File: config.mk
export PLATFORM = sky130hd
export DESIGN_NAME = bn_stage
export DESIGN_NICKNAME = d
export VERILOG_FILES = /design/src/rtl/ddp_pkg.sv /design/src/rtl/bn_fifo.sv /design/src/rtl/bn_stage.sv
export SDC_FILE = /design/constraint.sdc
export NUM_CORES = 1
export LEC_CHECK = 0
export ABC_AREA = 1
export BUFFER_PORTS_ARGS = -buffer_cell sky130_fd_sc_hd__buf_2
export CORE_ASPECT_RATIO = 1.1
export CORE_MARGIN = 2
export CORE_UTILIZATION = 55
export DETAILED_ROUTE_END_ITERATION = 8
export PLACE_DENSITY = 0.91
export SYNTH_ARGS = -nofsm -noshare
export SYNTH_HDL_FRONTEND = slang
export SYNTH_HIERARCHICAL = 1
export SYNTH_SLANG_ARGS = --single-unit
export TNS_END_PERCENT = 10
File: constraint.sdc
create_clock -name CP -period 3.1 [get_ports CP]
set_input_delay 0.31 -clock CP [delete_from_list [all_inputs] [get_ports CP]]
set_output_delay 0.31 -clock CP [all_outputs]
set_load 0.01 [all_outputs]
File: src/rtl/ddp_pkg.sv
// Shared defaults for the data-driven pipeline stages and a constant-evaluable
// log2 helper used to size FIFO pointers.
package ddp_pkg;

    localparam int unsigned DFLT_PAYLOAD_W = 16;
    localparam int unsigned DFLT_SEL_W     = 2;
    localparam int unsigned DFLT_N_OUT     = 3;

    // Ceiling log2; returns 0 for v <= 1.
    function automatic int unsigned clog2(input int unsigned v);
        int unsigned r;
        r = 0;
        while ((64'd1 << r) < 64'(v)) begin
            r = r + 1;
        end
        return r;
    endfunction

endpackage

File: src/rtl/bn_fifo.sv
// Synchronous FIFO with wrap-around pointers and a registered occupancy count.
// Head entry is presented combinationally on dout whenever the queue is non-empty.
module bn_fifo
    import ddp_pkg::*;
#(
    parameter int unsigned WIDTH = 18,
    parameter int unsigned DEPTH = 2
) (
    input  logic             clk,
    input  logic             rst_n,
    input  logic             push,
    input  logic             pop,
    input  logic [WIDTH-1:0] din,
    output logic [WIDTH-1:0] dout,
    output logic             full,
    output logic             empty
);

    localparam int unsigned PTR_W = clog2(DEPTH);

    logic [WIDTH-1:0] mem_q [DEPTH];
    logic [PTR_W-1:0] wr_ptr_q;
    logic [PTR_W-1:0] rd_ptr_q;
    logic [PTR_W:0]   cnt_q;
    logic [PTR_W:0]   cnt_d;
    logic             do_push;
    logic             do_pop;

    assign full    = (cnt_q == (PTR_W + 1)'(DEPTH));
    assign empty   = (cnt_q == '0);
    assign do_push = push && !full;
    assign do_pop  = pop && !empty;
    assign dout    = mem_q[rd_ptr_q];

    always_comb begin
        cnt_d = cnt_q;
        unique case ({do_push, do_pop})
            2'b10:   cnt_d = cnt_q + 1'b1;
            2'b01:   cnt_d = cnt_q - 1'b1;
            default: cnt_d = cnt_q;
        endcase
    end

    always_ff @(posedge clk or negedge rst_n) begin
        if (!rst_n) begin
            wr_ptr_q <= '0;
            rd_ptr_q <= '0;
            cnt_q    <= '0;
        end else begin
            cnt_q <= cnt_d;
            // DEPTH is a power of two, so pointers wrap by natural overflow.
            if (do_push) wr_ptr_q <= wr_ptr_q + 1'b1;
            if (do_pop)  rd_ptr_q <= rd_ptr_q + 1'b1;
        end
    end

    // Storage carries no reset: an empty queue is never read by the consumer.
    always_ff @(posedge clk) begin
        if (do_push) mem_q[wr_ptr_q] <= din;
    end

endmodule

File: src/rtl/bn_stage.sv
// Buffered N-way branch stage: queues {sel, payload} packets and routes each
// payload to its selected output channel; out-of-range selectors are dropped and counted.
module bn_stage
    import ddp_pkg::*;
#(
    parameter int unsigned PAYLOAD_W = DFLT_PAYLOAD_W,
    parameter int unsigned SEL_W     = DFLT_SEL_W,
    parameter int unsigned N_OUT     = DFLT_N_OUT,
    parameter int unsigned DEPTH     = 2,
    parameter int unsigned ERR_W     = 8
) (
    input  logic                       CP,
    input  logic                       MR_N,
    input  logic                       Send_in,
    output logic                       Ack_out,
    input  logic [SEL_W+PAYLOAD_W-1:0] PACKET_IN,
    output logic [N_OUT-1:0]           Send_out,
    input  logic [N_OUT-1:0]           Ack_in,
    output logic [N_OUT*PAYLOAD_W-1:0] PACKET_OUT,
    output logic [ERR_W-1:0]           ERR_CNT
);

    localparam int unsigned    PKT_W    = SEL_W + PAYLOAD_W;
    localparam logic [SEL_W:0] N_OUT_EX = (SEL_W + 1)'(N_OUT);

    logic                             rdy_q;
    logic                             fifo_full;
    logic                             fifo_empty;
    logic                             push;
    logic                             pop;
    logic [PKT_W-1:0]                 head;
    logic [SEL_W-1:0]                 head_sel;
    logic [PAYLOAD_W-1:0]             head_payload;
    logic                             sel_ok;
    logic                             drop;
    logic [N_OUT-1:0]                 hit;
    logic [N_OUT-1:0]                 load;
    logic [N_OUT-1:0]                 send_q;
    logic [N_OUT-1:0]                 send_d;
    logic [N_OUT-1:0][PAYLOAD_W-1:0]  out_q;
    logic [N_OUT-1:0][PAYLOAD_W-1:0]  out_d;
    logic [ERR_W-1:0]                 err_q;
    logic [ERR_W-1:0]                 err_d;

    // rdy_q keeps Ack_out low during reset and for the edge that releases it.
    assign Ack_out = rdy_q && !fifo_full;
    assign push    = Send_in && Ack_out;

    bn_fifo #(
        .WIDTH (PKT_W),
        .DEPTH (DEPTH)
    ) u_fifo (
        .clk   (CP),
        .rst_n (MR_N),
        .push  (push),
        .pop   (pop),
        .din   (PACKET_IN),
        .dout  (head),
        .full  (fifo_full),
        .empty (fifo_empty)
    );

    assign head_sel     = head[PKT_W-1 -: SEL_W];
    assign head_payload = head[PAYLOAD_W-1:0];
    assign sel_ok       = ({1'b0, head_sel} < N_OUT_EX);

    // Route decision on the head entry only; at most one channel loads per edge.
    always_comb begin
        hit  = '0;
        load = '0;
        pop  = 1'b0;
        drop = 1'b0;
        for (int k = 0; k < int'(N_OUT); k++) begin
            hit[k] = (head_sel == SEL_W'(k));
        end
        if (!fifo_empty) begin
            if (!sel_ok) begin
                pop  = 1'b1;
                drop = 1'b1;
            end else if (|(hit & (~send_q | Ack_in))) begin
                pop  = 1'b1;
                load = hit;
            end
        end
    end

    // A load wins over a drain, giving back-to-back transfers per channel.
    always_comb begin
        send_d = send_q;
        out_d  = out_q;
        for (int k = 0; k < int'(N_OUT); k++) begin
            if (load[k]) begin
                send_d[k] = 1'b1;
                out_d[k]  = head_payload;
            end else if (Ack_in[k]) begin
                send_d[k] = 1'b0;
            end
        end
    end

    always_comb begin
        err_d = err_q;
        if (drop && (err_q != '1)) err_d = err_q + ERR_W'(1);
    end

    always_ff @(posedge CP or negedge MR_N) begin
        if (!MR_N) begin
            rdy_q  <= 1'b0;
            send_q <= '0;
            out_q  <= '0;
            err_q  <= '0;
        end else begin
            rdy_q  <= 1'b1;
            send_q <= send_d;
            out_q  <= out_d;
            err_q  <= err_d;
        end
    end

    assign Send_out   = send_q;
    assign PACKET_OUT = out_q;
    assign ERR_CNT    = err_q;

endmodule

==> results.md <==
- Status: complete, but fails checks
- Violated checks: negative hold slack
- Clk Latency, worst-skew pair: 0.37 ns
- Largest net degree at the start of global routing: 35
- Sequential share of the synthesized area: 0.645
- Final period utilization: 0.763
- WL final: 7850 um
- Simple-Gate Fraction of Synth Area: 0.190
- Top FF cell, synth: dfrtp_1
- Clk root buf: clkbuf_8
- Setup violators final: 0
- Synthesis-stage register bit count: 100
- RSZ-0062 raised after global routing: false
- Synthesized area per cell: 10.8 um2
- Detailed-route DRC error count: 0
- 1st-iter DRT viols: 188
- Power Dens Cells: 1000 nW/um2
- Die width: 86.9 um
- Post-DP HPWL: 5580 um
- Count leader, synth: nand2_1
- Main combinational cell family by area after synthesis: simple AND/OR/NAND/NOR gates
- Flop2flop setup slack: 0.73 ns
- Die area: 8270 um2
- Async SR Flop Fraction: 0.640
- Distinct cells, synth: 28
- Yosys synthesis warning count: 6
- # IOs: 84
- Reg2reg start: u_fifo/rd_ptr_q$_DFFE_PN0P_
- DR vias/cell: 5.07
- Final std cells w/o fill: 564
- Fin nets: 498
- Site row count: 33
- Total gr overflow: 0
- # diodes: 0
- GRT Util Overall: 0.202
- Buffers added on ports: 83
- Core area: 7390 um2
- Final ANT Viol Nets: 0
- CTS Buffer Depth: 2
- Die Height: 95.2 um
- Hold_buf cts: 0
- Fill count: 558
- Tot Pwr: 4820 uW
- Starting density of the core: 0.563
- WL per Instance: 13.9 um
- Max-slew headroom: 0.499
- Data arrival, critical path: 2.64 ns
- CTS tree: yes
- Top cell type's share of synthesized area: 0.385
- Top cells by area, synth: dfrtp_1 39%, edfxtp_1 26%, nand2_1 12%
- TritonRoute pass-1 iters: 5
- Inst Count DP: 548
- Vias in the first global route: 2733
- Post-CTS Resized: 0
- Adder-cell share of the synthesized area: 0.00602
- Routability cong.: 0.780
- Number of synthesized flops with an enable pin: 36
- WP data required: 3.38 ns
- Worst Skew: 0.0125 ns
- Commonest cells in the netlist: 138 x nand2_1, 64 x dfrtp_1, 36 x edfxtp_1
- Worst vdd ir: 0.430 mV
- Hold Crit Class: in -> async
- Max-Cap Viols: 0
- Post-CTS Setup Bufs: 0
- Worst Reg2Reg Path Length in Cells: 12
- Fmax: 423 MHz
- Initial antenna violation count: 0
- Worst Max-Slew Pin Slew: 0.752 ns
- Area grow syn2layout: 15.6%
- Biggest area consumer among synthesized cells: dfrtp_1
- Synth Cell Area: 4160 um2
- Min Tclk post-route: 2.37 ns
- CTS sink count: 100
- Synth Area in XOR/XNOR: 0.00843
- Setup crit start kind: flip-flop
- Post-synth net total: 411
- Worst hold margin: -0.00508 ns
- Core Util, Final: 0.650
- Reg2reg end: u_fifo/cnt_q[1]$_DFFE_PN0P_
- Vias: 2862
- Cells after Synth: 385
- Compound-gate portion of the synthesized area: 0.0828
- Setup_tns: 0 ns
- CTS Buf Count: 9
- Fin. max-slew vios: 0
- Global-route wire length before repair: 12700 um
- Final hold violation count: 9
- WS Path Type: reg -> reg
- Worst-path fanout max: 34
- P_leak: 0.00240 uW
- Endpoint class of the critical path: flip-flop
- Post-synthesis mux area share: 0
- Worst-path clk slew: 0.10 ns
- Share of cells above drive strength 1: 0.335
- CTS H-tree lvls: 3
-- through the flow --
step,cell area [um2],setup slack [ns]
global route,4800,0.491
CTS,4800,0.702
detailed placement,4600,0.723
finish,4800,0.734
floorplan,4160,1.01
global placement,4600,0.833
-- final cells by class --
class / count / area (um2) / area share
timing repair buffer: 88 / 453 / 0.0943
clock inverter: 6 / 71.3 / 0.0148
multi-input combinational: 233 / 1200 / 0.249
inverter: 40 / 154 / 0.0320
sequential: 100 / 2680 / 0.558
tap: 87 / 109 / 0.0227
clock buffer: 10 / 138 / 0.0286
-- cells by family after synthesis --
group	Yosys count
flops	100
simple gates	176
other cells	1
xor+xnor	4
fa+ha+maj	2
buf+inv	52
compound gates	50
-- critical path, cell delays in order (launching register included) --
cell,delay (ns)
dfrtp_1,0.40
inv_2,0.24
nand2_1,0.08
nand2_1,0.17
nand4_4,0.45
nand4_1,0.28
nand2_2,0.08
inv_1,0.06
ha_1,0.24
inv_1,0.09
nand3_1,0.08
nand2_1,0.06
nand2_1,0.04
-- per-layer routing --
layer  global-route usage  share of wire  vias up
met4               0.0911          0.026        0
li1                     -              -     1403
met3               0.0459          0.047       18
met2                0.316           0.47       81
met1                0.271           0.45     1360
met5                    0              0        -
-- state kept, by name, summed over array words and instances, names as in the netlist --
| register | flops |
|---|---|
| u_fifo/wr_ptr_q | 1 |
| Send_out | 3 |
| ERR_CNT | 8 |
| u_fifo/mem_q | 36 |
| u_fifo/rd_ptr_q | 1 |
| u_fifo/cnt_q | 2 |
| PACKET_OUT | 48 |
| rdy_q | 1 |
-- how the worst max path moves through the flow --
stage                                start                           end  slack (ns)  depth (start not counted)
2_1_floorplan  u_fifo/cnt_q[1]$_DFFE_PN0P_  u_fifo/mem_q[1][0]$_DFFE_PP_        1.01                          5
3_3_place_gp   u_fifo/rd_ptr_q$_DFFE_PN0P_   u_fifo/cnt_q[1]$_DFFE_PN0P_        0.83                         12
3_5_place_dp   u_fifo/rd_ptr_q$_DFFE_PN0P_   u_fifo/cnt_q[1]$_DFFE_PN0P_        0.72                         12
4_1_cts        u_fifo/rd_ptr_q$_DFFE_PN0P_   u_fifo/cnt_q[1]$_DFFE_PN0P_        0.70                         12
5_1_grt        u_fifo/rd_ptr_q$_DFFE_PN0P_   u_fifo/cnt_q[1]$_DFFE_PN0P_        0.49                         12
6_report       u_fifo/rd_ptr_q$_DFFE_PN0P_   u_fifo/cnt_q[1]$_DFFE_PN0P_        0.73                         12
-- cell usage in the layout (no fill, tap or decap), types with 2 or more instances in the layout --
master and n:
o21ai_2 25, inv_4 2, nor2_2 2, buf_2 83
dfrtp_1 64, o21ai_1 17, nand4_4 2, buf_4 5
ha_1 2, xnor2_1 3, nand2_2 14, nand4_1 3
edfxtp_1 36, clkbuf_8 10, nand2_1 138, nand3_1 6
clkinvlp_4 2, inv_1 31, o21ai_0 8, inv_2 7
nor2_1 6
-- power breakdown --
part           switching, uW  leakage, uW  internal [uW]  total (uW)
sequential               239      0.00114           1790        2030
clock                    455     0.000101            402         857
combinational           1250      0.00116            679        1930
(Power assumes the default switching activity.)
